[src/rtl/jtag_tdo_axis_pkg.sv]
// Shared types and constants for the JTAG TDO to AXI-Stream packer.
// Packer state, keep encodings and the 73-bit FIFO entry layout.
package jtag_axis_pkg;

    typedef enum logic {
        EMPTY = 1'b0,
        HALF  = 1'b1
    } pack_state_t;

    localparam logic [7:0] KEEP_FULL = 8'hFF;
    localparam logic [7:0] KEEP_LOW  = 8'h0F;
    localparam logic [7:0] KEEP_NULL = 8'h00;

    typedef struct packed {
        logic        last;
        logic [7:0]  keep;
        logic [63:0] data;
    } axis_word_t;

endpackage

[src/rtl/jtag_tdo_axis_if.sv]
// AXI-Stream master bus carrying packed TDO words.
// The producer uses the master modport, the sink the slave modport.
interface jtag_tdo_axis_if;

    logic [63:0] tdata;
    logic        tvalid;
    logic        tready;
    logic [7:0]  tkeep;
    logic        tlast;

    modport master (
        output tdata,
        output tvalid,
        output tkeep,
        output tlast,
        input  tready
    );

    modport slave (
        input  tdata,
        input  tvalid,
        input  tkeep,
        input  tlast,
        output tready
    );

endinterface

[src/rtl/axis_word_fifo.sv]
// Show-ahead FIFO of {tlast, tkeep, tdata} entries.
// A push into a full FIFO is accepted only when a pop happens in the same cycle.
module axis_word_fifo
    import jtag_axis_pkg::*;
#(
    parameter int DEPTH = 4
) (
    input  logic                       clk,
    input  logic                       rst_n,
    input  logic                       push,
    input  axis_word_t                 push_word,
    output logic                       accepted,
    input  logic                       pop,
    output axis_word_t                 head,
    output logic                       full,
    output logic                       empty,
    output logic [$clog2(DEPTH):0]     level
);

    localparam int AW = $clog2(DEPTH);

    logic [AW-1:0] wr_ptr;
    logic [AW-1:0] rd_ptr;
    logic [AW:0]   cnt;
    logic          pop_ok;
    axis_word_t    mem [DEPTH];

    assign empty    = (cnt == '0);
    assign full     = (cnt == (AW+1)'(DEPTH));
    assign pop_ok   = pop && !empty;
    assign accepted = push && (!full || pop_ok);
    assign level    = cnt;
    assign head     = empty ? '0 : mem[rd_ptr];

    // Storage write; contents are masked by empty so no reset is needed.
    always_ff @(posedge clk) begin
        if (accepted) begin
            mem[wr_ptr] <= push_word;
        end
    end

    // Pointers wrap naturally because the depth is a power of two.
    always_ff @(posedge clk or negedge rst_n) begin
        if (!rst_n) begin
            wr_ptr <= '0;
            rd_ptr <= '0;
            cnt    <= '0;
        end else begin
            if (accepted) begin
                wr_ptr <= wr_ptr + 1'b1;
            end
            if (pop_ok) begin
                rd_ptr <= rd_ptr + 1'b1;
            end
            unique case ({accepted, pop_ok})
                2'b10:   cnt <= cnt + 1'b1;
                2'b01:   cnt <= cnt - 1'b1;
                default: cnt <= cnt;
            endcase
        end
    end

endmodule

[src/rtl/jtag_tdo_axis.sv]
// Packs pairs of 32-bit TDO captures into 64-bit AXI-Stream words.
// Handles flush, automatic packet end and sticky overflow on drops.
module jtag_tdo_axis
    import jtag_axis_pkg::*;
#(
    parameter int C_TDO_WIDTH  = 32,
    parameter int C_FIFO_DEPTH = 4,
    parameter int C_PKT_WORDS  = 16
) (
    input  logic                          s_axis_aclk,
    input  logic                          s_axis_aresetn,
    input  logic                          done,
    input  logic [C_TDO_WIDTH-1:0]        tdo_vector,
    input  logic                          flush,
    jtag_tdo_axis_if.master               m_axis,
    output logic                          overflow,
    output logic [$clog2(C_FIFO_DEPTH):0] fifo_level
);

    localparam int CNT_W = $clog2(C_PKT_WORDS + 1);
    localparam logic [CNT_W-1:0] CNT_LAST = CNT_W'(C_PKT_WORDS - 1);

    pack_state_t            state_q;
    pack_state_t            state_d;
    logic [C_TDO_WIDTH-1:0] held_q;
    logic [C_TDO_WIDTH-1:0] held_d;
    logic [CNT_W-1:0]       pkt_cnt_q;
    logic                   overflow_q;

    logic                   push;
    logic                   close;
    axis_word_t             push_word;
    logic                   accepted;
    logic                   pop;
    axis_word_t             head;
    logic                   fifo_full;
    logic                   fifo_empty;

    // Next-state and push word selection for the half-word packer.
    always_comb begin
        state_d        = state_q;
        held_d         = held_q;
        push           = 1'b0;
        close          = 1'b0;
        push_word      = '0;
        push_word.keep = KEEP_NULL;
        unique case (state_q)
            EMPTY: begin
                if (done && flush) begin
                    push           = 1'b1;
                    close          = 1'b1;
                    push_word.data = {{C_TDO_WIDTH{1'b0}}, tdo_vector};
                    push_word.keep = KEEP_LOW;
                end else if (done) begin
                    held_d  = tdo_vector;
                    state_d = HALF;
                end else if (flush && pkt_cnt_q != '0) begin
                    push  = 1'b1;
                    close = 1'b1;
                end
            end
            HALF: begin
                if (done) begin
                    push           = 1'b1;
                    close          = flush;
                    push_word.data = {tdo_vector, held_q};
                    push_word.keep = KEEP_FULL;
                    state_d        = EMPTY;
                end else if (flush) begin
                    push           = 1'b1;
                    close          = 1'b1;
                    push_word.data = {{C_TDO_WIDTH{1'b0}}, held_q};
                    push_word.keep = KEEP_LOW;
                    state_d        = EMPTY;
                end
            end
            default: begin
                state_d = EMPTY;
            end
        endcase
        push_word.last = close || (pkt_cnt_q == CNT_LAST);
    end

    // Packer state and held low half.
    always_ff @(posedge s_axis_aclk or negedge s_axis_aresetn) begin
        if (!s_axis_aresetn) begin
            state_q <= EMPTY;
            held_q  <= '0;
        end else begin
            state_q <= state_d;
            held_q  <= held_d;
        end
    end

    // Packet word counter advances only on accepted pushes.
    always_ff @(posedge s_axis_aclk or negedge s_axis_aresetn) begin
        if (!s_axis_aresetn) begin
            pkt_cnt_q <= '0;
        end else if (accepted) begin
            pkt_cnt_q <= push_word.last ? '0 : pkt_cnt_q + 1'b1;
        end
    end

    // Sticky drop indicator, cleared only by reset.
    always_ff @(posedge s_axis_aclk or negedge s_axis_aresetn) begin
        if (!s_axis_aresetn) begin
            overflow_q <= 1'b0;
        end else if (push && !accepted) begin
            overflow_q <= 1'b1;
        end
    end

    assign pop = m_axis.tvalid && m_axis.tready;

    axis_word_fifo #(
        .DEPTH (C_FIFO_DEPTH)
    ) u_fifo (
        .clk       (s_axis_aclk),
        .rst_n     (s_axis_aresetn),
        .push      (push),
        .push_word (push_word),
        .accepted  (accepted),
        .pop       (pop),
        .head      (head),
        .full      (fifo_full),
        .empty     (fifo_empty),
        .level     (fifo_level)
    );

    assign m_axis.tvalid = !fifo_empty;
    assign m_axis.tdata  = head.data;
    assign m_axis.tkeep  = head.keep;
    assign m_axis.tlast  = head.last;
    assign overflow      = overflow_q;

endmodule

[src/flat_wrapper.sv]
// flat-port wrapper written by rule: the top's interface ports become plain ports
module jtag_tdo_axis_flat import jtag_axis_pkg::*;
#(
    parameter int C_TDO_WIDTH  = 32,
    parameter int C_FIFO_DEPTH = 4,
    parameter int C_PKT_WORDS  = 16
)
  (s_axis_aclk, s_axis_aresetn, done, tdo_vector, flush, overflow, fifo_level, m_axis_tdata, m_axis_tvalid, m_axis_tkeep, m_axis_tlast, m_axis_tready);
  jtag_tdo_axis_if m_axis_i ();
  input  logic s_axis_aclk;
  input  logic s_axis_aresetn;
  input  logic done;
  input  logic [C_TDO_WIDTH-1:0] tdo_vector;
  input  logic flush;
  output logic overflow;
  output logic [$clog2(C_FIFO_DEPTH):0] fifo_level;
  output wire logic [$bits(m_axis_i.tdata)-1:0] m_axis_tdata;
  output wire logic [$bits(m_axis_i.tvalid)-1:0] m_axis_tvalid;
  output wire logic [$bits(m_axis_i.tkeep)-1:0] m_axis_tkeep;
  output wire logic [$bits(m_axis_i.tlast)-1:0] m_axis_tlast;
  input wire logic [$bits(m_axis_i.tready)-1:0] m_axis_tready;
  assign m_axis_tdata = m_axis_i.tdata;
  assign m_axis_tvalid = m_axis_i.tvalid;
  assign m_axis_tkeep = m_axis_i.tkeep;
  assign m_axis_tlast = m_axis_i.tlast;
  assign m_axis_i.tready = m_axis_tready;
  jtag_tdo_axis #(.C_TDO_WIDTH(C_TDO_WIDTH), .C_FIFO_DEPTH(C_FIFO_DEPTH), .C_PKT_WORDS(C_PKT_WORDS)) u_core (.s_axis_aclk(s_axis_aclk), .s_axis_aresetn(s_axis_aresetn), .done(done), .tdo_vector(tdo_vector), .flush(flush), .m_axis(m_axis_i), .overflow(overflow), .fifo_level(fifo_level));
endmodule
[config.mk]
export PLATFORM = sky130hd
export DESIGN_NAME = jtag_tdo_axis_flat
export DESIGN_NICKNAME = d
export VERILOG_FILES = /design/src/rtl/jtag_tdo_axis_pkg.sv /design/src/rtl/jtag_tdo_axis_if.sv /design/src/rtl/axis_word_fifo.sv /design/src/rtl/jtag_tdo_axis.sv /design/src/flat_wrapper.sv
export SDC_FILE = /design/constraint.sdc
export NUM_CORES = 1
export LEC_CHECK = 0
export BUFFER_PORTS_ARGS = -buffer_cell sky130_fd_sc_hd__buf_2
export CORE_MARGIN = 3
export CORE_UTILIZATION = 50
export DETAILED_ROUTE_END_ITERATION = 8
export PLACE_DENSITY_LB_ADDON = 0.2
export SLEW_MARGIN = 20
export SYNTH_ARGS = -nofsm -noshare
export SYNTH_HDL_FRONTEND = slang
export SYNTH_HIERARCHICAL = 1
export SYNTH_SLANG_ARGS = --single-unit
[constraint.sdc]
create_clock -name s_axis_aclk -period 3.8 [get_ports s_axis_aclk]
set_input_delay 0.19 -clock s_axis_aclk [delete_from_list [all_inputs] [get_ports s_axis_aclk]]
set_output_delay 0.19 -clock s_axis_aclk [all_outputs]
set_load 0.02 [all_outputs]
==> results.toml, run 1 <==
[sta]
max_slew.worst_pin.slew_ps = 1080
relSlewSlack_pct = 27.8
finalSetupViolations = 0
final.setup_skew_ps = 25.3
hold_violations = 0
finalCritPeriodShare_pct = 78.6
max_clock_freq_ghz = 0.335
slew_violations = 0
period_needed_ps = 2990
grt_setup_unrepaired = "no"
finalSetupTns_ps = 0

[floorplanning]
fp.dieW_um = 171
row_count = 59
fp.coreArea_um2 = 26400
start_util_pct = 51.6
ios = 115
die_y_um = 171
dieArea_um2 = 29300

[cts]
tritoncts = "yes"
clkSinkCount = 338
cts_buffers = 34
clk_latency_ps = 510
ctsResizeCount = 0
cts_hold_buffers = 34
clockBufferDepth = 3
post-cts-setup-buffers = 0
clk_pin_slew_ps = 60
root_buffer = "clkbuf_16"
cts.htree.levels = 2

[synthesis]
synth_flop_cell = "edfxtp_1"
yosysWarnings = 6
syn_area_um2 = 13600
ys_types = 39
synth_cells = 697
syn_area_per_cell_um2 = 19.6
synth_edf_count = 292
seq_area_frac_synth_pct = 72.7
ys_seq_elements = 338
synth_fp_nets = 743
async_flop_share_pct = 13.6

[place]
gp_congestion = 0.766
place_area_um2 = 14600
portBuffers = 114
hpwl_um = 16700

[status]
outcome = "finished, final reports clean"

[routing]
drc = 0
ant_nets = 0
drt-initial-drc-count = 607
wire_per_inst_um = 23.0
routed_wirelength_um = 27900
viasPerCell = 5.71
num_vias = 6945
first_pass_iters = 5

[cells_and_area]
multi_input_area_um2 = 3440
fill_cells = 1905
area_growth_pct = 18.1
drive_gt1_share_pct = 34.2
regArea_um2 = 9930
nets = 901
diodes = 0
final_area_um2 = 16100

[worst_setup_path]
cp.required_ps = 3970
start_kind = "register"
endpoint_kind = "register"
worst-setup-path-type = "register to register"
crit_fanout = 27
crit_arrival_ps = 3160

[global_route]
antenna_found_initial = 1
grt_max_degree = 75
grt_pass1_vias = 7546
grt_usage_pct = 19.5
globalRoute.totalOverflow = 0
grt_pass1_wl_um = 43400

[min_path]
hold_path_class = "input port to register"

[pwr]
vdd_ir_drop_max_v = 0.000531
cellPowerDensity_nw_per_um2 = 816
leakage_nw = 5.97

[job]
cap_violations = 0
-- critical path, cell delays in order, from the launching register on --
cell and delay (ps):
dfrtp_1 420, inv_1 90, ha_1 190, nor2b_1 160, a21boi_1 370, or2_2 190, a21boi_2 160, buf_4 210
and2_4 460, buf_4 400
-- flip-flops by register name, indices dropped and copies added, names as in the netlist --
signal / count
u_core/u_fifo/rd_ptr: 2
u_core/overflow: 1
u_core/u_fifo/level: 3
u_core/held_q: 32
u_core/state_q: 1
u_core/u_fifo/mem: 292
u_core/u_fifo/wr_ptr: 2
u_core/pkt_cnt_q: 5
-- metal layers --
metal	part of all wire (%)	up-vias	track usage (%)
met4	2.0	2	5.74
met2	50	212	32.5
met3	4.8	48	3.38
li1	-	3084	-
met1	43	3599	26.9
met5	0.025	-	0
-- layout by cell type, fill, tap and decap left out, types with 5 or more instances in the layout --
cell | Yosys | routed
and2_1 | 78 | 74
mux2_2 | 30 | 30
dfrtp_1 | 46 | 43
nand2_1 | 5 | 5
clkbuf_16 | 0 | 34
buf_12 | 0 | 7
clkbuf_8 | 0 | 5
and3_1 | 33 | 33
buf_2 | 17 | 114
ha_1 | 8 | 8
clkbuf_1 | 16 | 10
mux4_2 | 73 | 73
a22o_1 | 32 | 32
dlygate4sd3_1 | 0 | 34
inv_1 | 15 | 15
edfxtp_1 | 292 | 292
buf_4 | 4 | 10
-- logic make-up (layout without fill, tap and decap cells) --
logic type	after synthesis	count (layout)	synth area share (%)
flops	338	338	72.7
simple gates	132	132	6.03
fa+ha+maj	9	9	0.881
compound gates	44	44	2.73
mux	108	108	14.9
xor+xnor	8	8	0.514
buf+inv	58	242	2.19
-- through the flow --
step	power (W)	hold WS (ps)	util, %	std cells	setup WS [ps]
final	0.0131	118	61.0	1216	814
after floorplan	0.00846	-106	-	697	170
after global placement	0.00982	357	55.3	1119	975
after global routing	0.0138	143	61.0	1216	588
after CTS	0.0133	100	61.0	1216	826
after detailed placement	0.00993	373	55.4	1120	825
-- cell type report --
cell class              instances  share of cell area, %
clock buffers                  49                   5.94
well taps                     335                   2.60
flip-flops and latches        338                   61.6
repair buffers                165                   6.99
inverters                      15                  0.349
multi-input cells             301                   21.3
clock inverters                13                   1.16
-- Yosys cell counts (all sizes together) (3+ instances only) --
| master | count | area [um^2] |
|---|---|---|
| edfxtp | 292 | 8770 |
| and2 | 78 | 488 |
| mux4 | 73 | 1640 |
| dfrtp | 46 | 1150 |
| mux2 | 34 | 383 |
| and3 | 33 | 206 |
| a22o | 32 | 280 |
| buf | 27 | 183 |
| clkbuf | 16 | 60.1 |
| inv | 15 | 56.3 |
| ha | 8 | 100 |
| nand2 | 5 | 18.8 |
| nor2 | 5 | 21.3 |
| xnor2 | 4 | 35.0 |
| xor2 | 4 | 35.0 |
| or2 | 3 | 18.8 |
-- final timing paths --
kind,from,endpoint,slack (ps),depth (start not counted)
max in group asynchronous,s_axis_aresetn,u_core/state_q,2920,3
min in group asynchronous,s_axis_aresetn,u_core/held_q[4],340,3
worst max register to register,u_core/pkt_cnt_q[0],u_core/u_fifo/mem[2][53],810,9
worst min register to register,u_core/held_q[8],u_core/held_q[8],490,1
worst max-delay path,u_core/pkt_cnt_q[0],u_core/u_fifo/mem[2][53],810,9
worst min-delay path,m_axis_tready,u_core/u_fifo/rd_ptr[1],120,4
-- power breakdown --
part / switching (W) / internal (W) / total (W) / leakage (nW)
clock: 0.00132 / 0.00204 / 0.00336 / 0.553
sequential: 0.000363 / 0.00497 / 0.00534 / 3.34
combinational: 0.00254 / 0.00191 / 0.00445 / 2.07
Power figures use the tool's default switching activity.
==> run 2, diff against run 1 <==
==> constraint.sdc (replaced) <==
create_clock -name s_axis_aclk -period 2.6 [get_ports s_axis_aclk]
set_input_delay 0.13 -clock s_axis_aclk [delete_from_list [all_inputs] [get_ports s_axis_aclk]]
set_output_delay 0.13 -clock s_axis_aclk [all_outputs]
set_load 0.02 [all_outputs]
==> results.toml, run 2 (synthesized netlist as in run 1, its figures left out) <==
[cells_and_area]
reg_top3 = "u_core/u_fifo/mem: 292 flops, u_core/held_q: 32 flops, u_core/pkt_cnt_q: 5 flops"
regMostFlops = "u_core/u_fifo/mem"
final_area_um2 = 16200
mostFrequentLayoutCell = "edfxtp_1"
drive_gt1_share_pct = 34.5
nets = 912
area_growth_pct = 18.5
mostFrequentLayoutCells = "edfxtp_1, buf_2, and2_1"
diodes = 0
fin_cells = 1227
largest_register_ffs = 292

[cts]
clockBufferDepth = 3
cts.htree.levels = 2
clkSinkCount = 338
clk_pin_slew_ps = 60
clk_latency_ps = 510
root_buffer = "clkbuf_16"
tritoncts = "yes"
cts_buffers = 35

[pwr]
power_frac_comb_pct = 35.6
cellPowerDensity_nw_per_um2 = 1180
seq_power_share_pct = 40.3
intPower_w = 0.0128
vdd_ir_drop_max_v = 0.000928
netSwitchingPower_w = 0.00626
leakage_nw = 6.00
swShare_pct = 32.8
clkPwrFrac_pct = 24.1

[job]
cap_violations = 0

[floorplanning]
die_y_um = 171
row_count = 59
fp.dieW_um = 171
ios = 115
dieArea_um2 = 29300
start_util_pct = 51.6
fp.coreArea_um2 = 26400

[sta]
finalCritPeriodShare_pct = 97.5
max_clock_freq_ghz = 0.395
slew_violations = 0
max_slew.worst_pin.slew_ps = 1080
period_needed_ps = 2530
final.setup_skew_ps = 25.3
relSlewSlack_pct = 27.7
finalSetupViolations = 0
hold_violations = 0

[global_route]
antenna_found_initial = 1
grt_usage_pct = 19.9
grt_max_degree = 75
globalRoute.totalOverflow = 0
grt_pass1_wl_um = 44500
grt_pass1_vias = 7685

[min_path]
hold_end = "u_core/u_fifo/rd_ptr[1]"
hold_path_class = "input port to register"
min-delay-start = "m_axis_tready"
whs_path_depth = 4

[worst_setup_path]
crit_chain = "inv_1 -> ha_1 -> nor2b_4 -> a21boi_1 -> or2_2 -> a21boi_2 -> inv_1 -> ha_2 -> inv_1 -> fa_1 -> xor2_1 -> nor2_1 -> xor2_1"
worst-setup-path-type = "register to register"
timing.rr.end = "u_core/u_fifo/level[2]"
crit_arrival_ps = 2950
cp_common_cell = "inv_1"
r2r_slack_ps = 70
reg2regPathDepth = 13
cp.required_ps = 3020
critical-path-slowest-cell = "dfrtp_1"
endpoint_kind = "register"
crit_fanout = 3
regToRegStartpoint = "u_core/pkt_cnt_q[1]"
start_kind = "register"
crit_path_max_incr_delay_ps = 400

[place]
gp_congestion = 0.757
place_area_um2 = 14700
hpwl_um = 16200
portBuffers = 114
dpl.cell_count = 1126

[routing]
ant_nets = 0
num_vias = 7156
first_pass_iters = 5
drt-initial-drc-count = 674
drc = 0
routed_wirelength_um = 28500
viasPerCell = 5.83
wire_per_inst_um = 23.2

[status]
outcome = "finished, final reports clean"
## run 2: power by group through the flow
stage | logic [W] | registers [W] | clock network [W]
global route | 0.00732 | 0.00780 | 0.00496
CTS | 0.00685 | 0.00771 | 0.00471
detailed placement | 0.00678 | 0.00781 | 0
floorplan | 0.00468 | 0.00763 | 0
finish | 0.00680 | 0.00770 | 0.00461
global placement | 0.00674 | 0.00772 | 0
## run 2: layout make-up
type                    instances  area (um^2)
inverters                      15         56.3
clock inverters                13         83.8
clock buffers                  50          993
repair buffers                175         1230
flip-flops and latches        338         9930
multi-input cells             301         3460
well taps                     335          419
fillers                      1891        10300
## run 2: routing by layer
| layer | wire (um) | GRT usage [%] |
|---|---|---|
| met1 | 11700 | 27.0 |
| met2 | 14800 | 34.2 |
| met3 | 1560 | 3.59 |
| met4 | 446 | 4.51 |
| met5 | 7 | 0 |
## run 2: worst max-delay path, delay by kind of cell (launching register included)
family / cells / cell delay, ps
AO/OA/AOI/OAI: 2 / 250
XOR/XNOR: 2 / 300
adder cells (fa/ha/maj): 3 / 710
buffers and inverters: 3 / 230
flip-flops: 1 / 400
AND/OR/NAND/NOR: 3 / 560
## run 2: per-stage QoR
stage	hold slack (ps)	utilization (%)	TNS, ps	power (W)	setup WS [ps]
2_1_floorplan	-166	-	-69200	0.0123	-237
3_3_place_gp	371	55.6	0	0.0145	83.7
3_5_place_dp	376	55.6	-8.19	0.0146	-8.19
4_1_cts	49.8	61.0	0	0.0193	33.5
5_1_grt	74.8	61.2	-1730	0.0201	-52.1
6_report	75.6	61.2	0	0.0191	66.3
## run 2: worst max-delay path by stage
stage               slack (ps)                      end  cells after the start                start
floorplan                 -240  u_core/u_fifo/mem[0][0]                      7  u_core/pkt_cnt_q[0]
finish                      70   u_core/u_fifo/level[2]                     13  u_core/pkt_cnt_q[1]
global placement            80   u_core/u_fifo/level[2]                     13  u_core/pkt_cnt_q[0]
global route               -50   u_core/u_fifo/level[2]                     13  u_core/pkt_cnt_q[1]
detailed placement          -8   u_core/u_fifo/level[2]                     13  u_core/pkt_cnt_q[0]
CTS                         30   u_core/u_fifo/level[2]                     11       u_core/state_q
## run 2: what timing repair did
action,in CTS,in global routing
gates resized for setup,1,3
setup endpoints to repair,1,151
endpoints found under the hold margin,72,0
buffers inserted,0,4
hold buffers,34,0
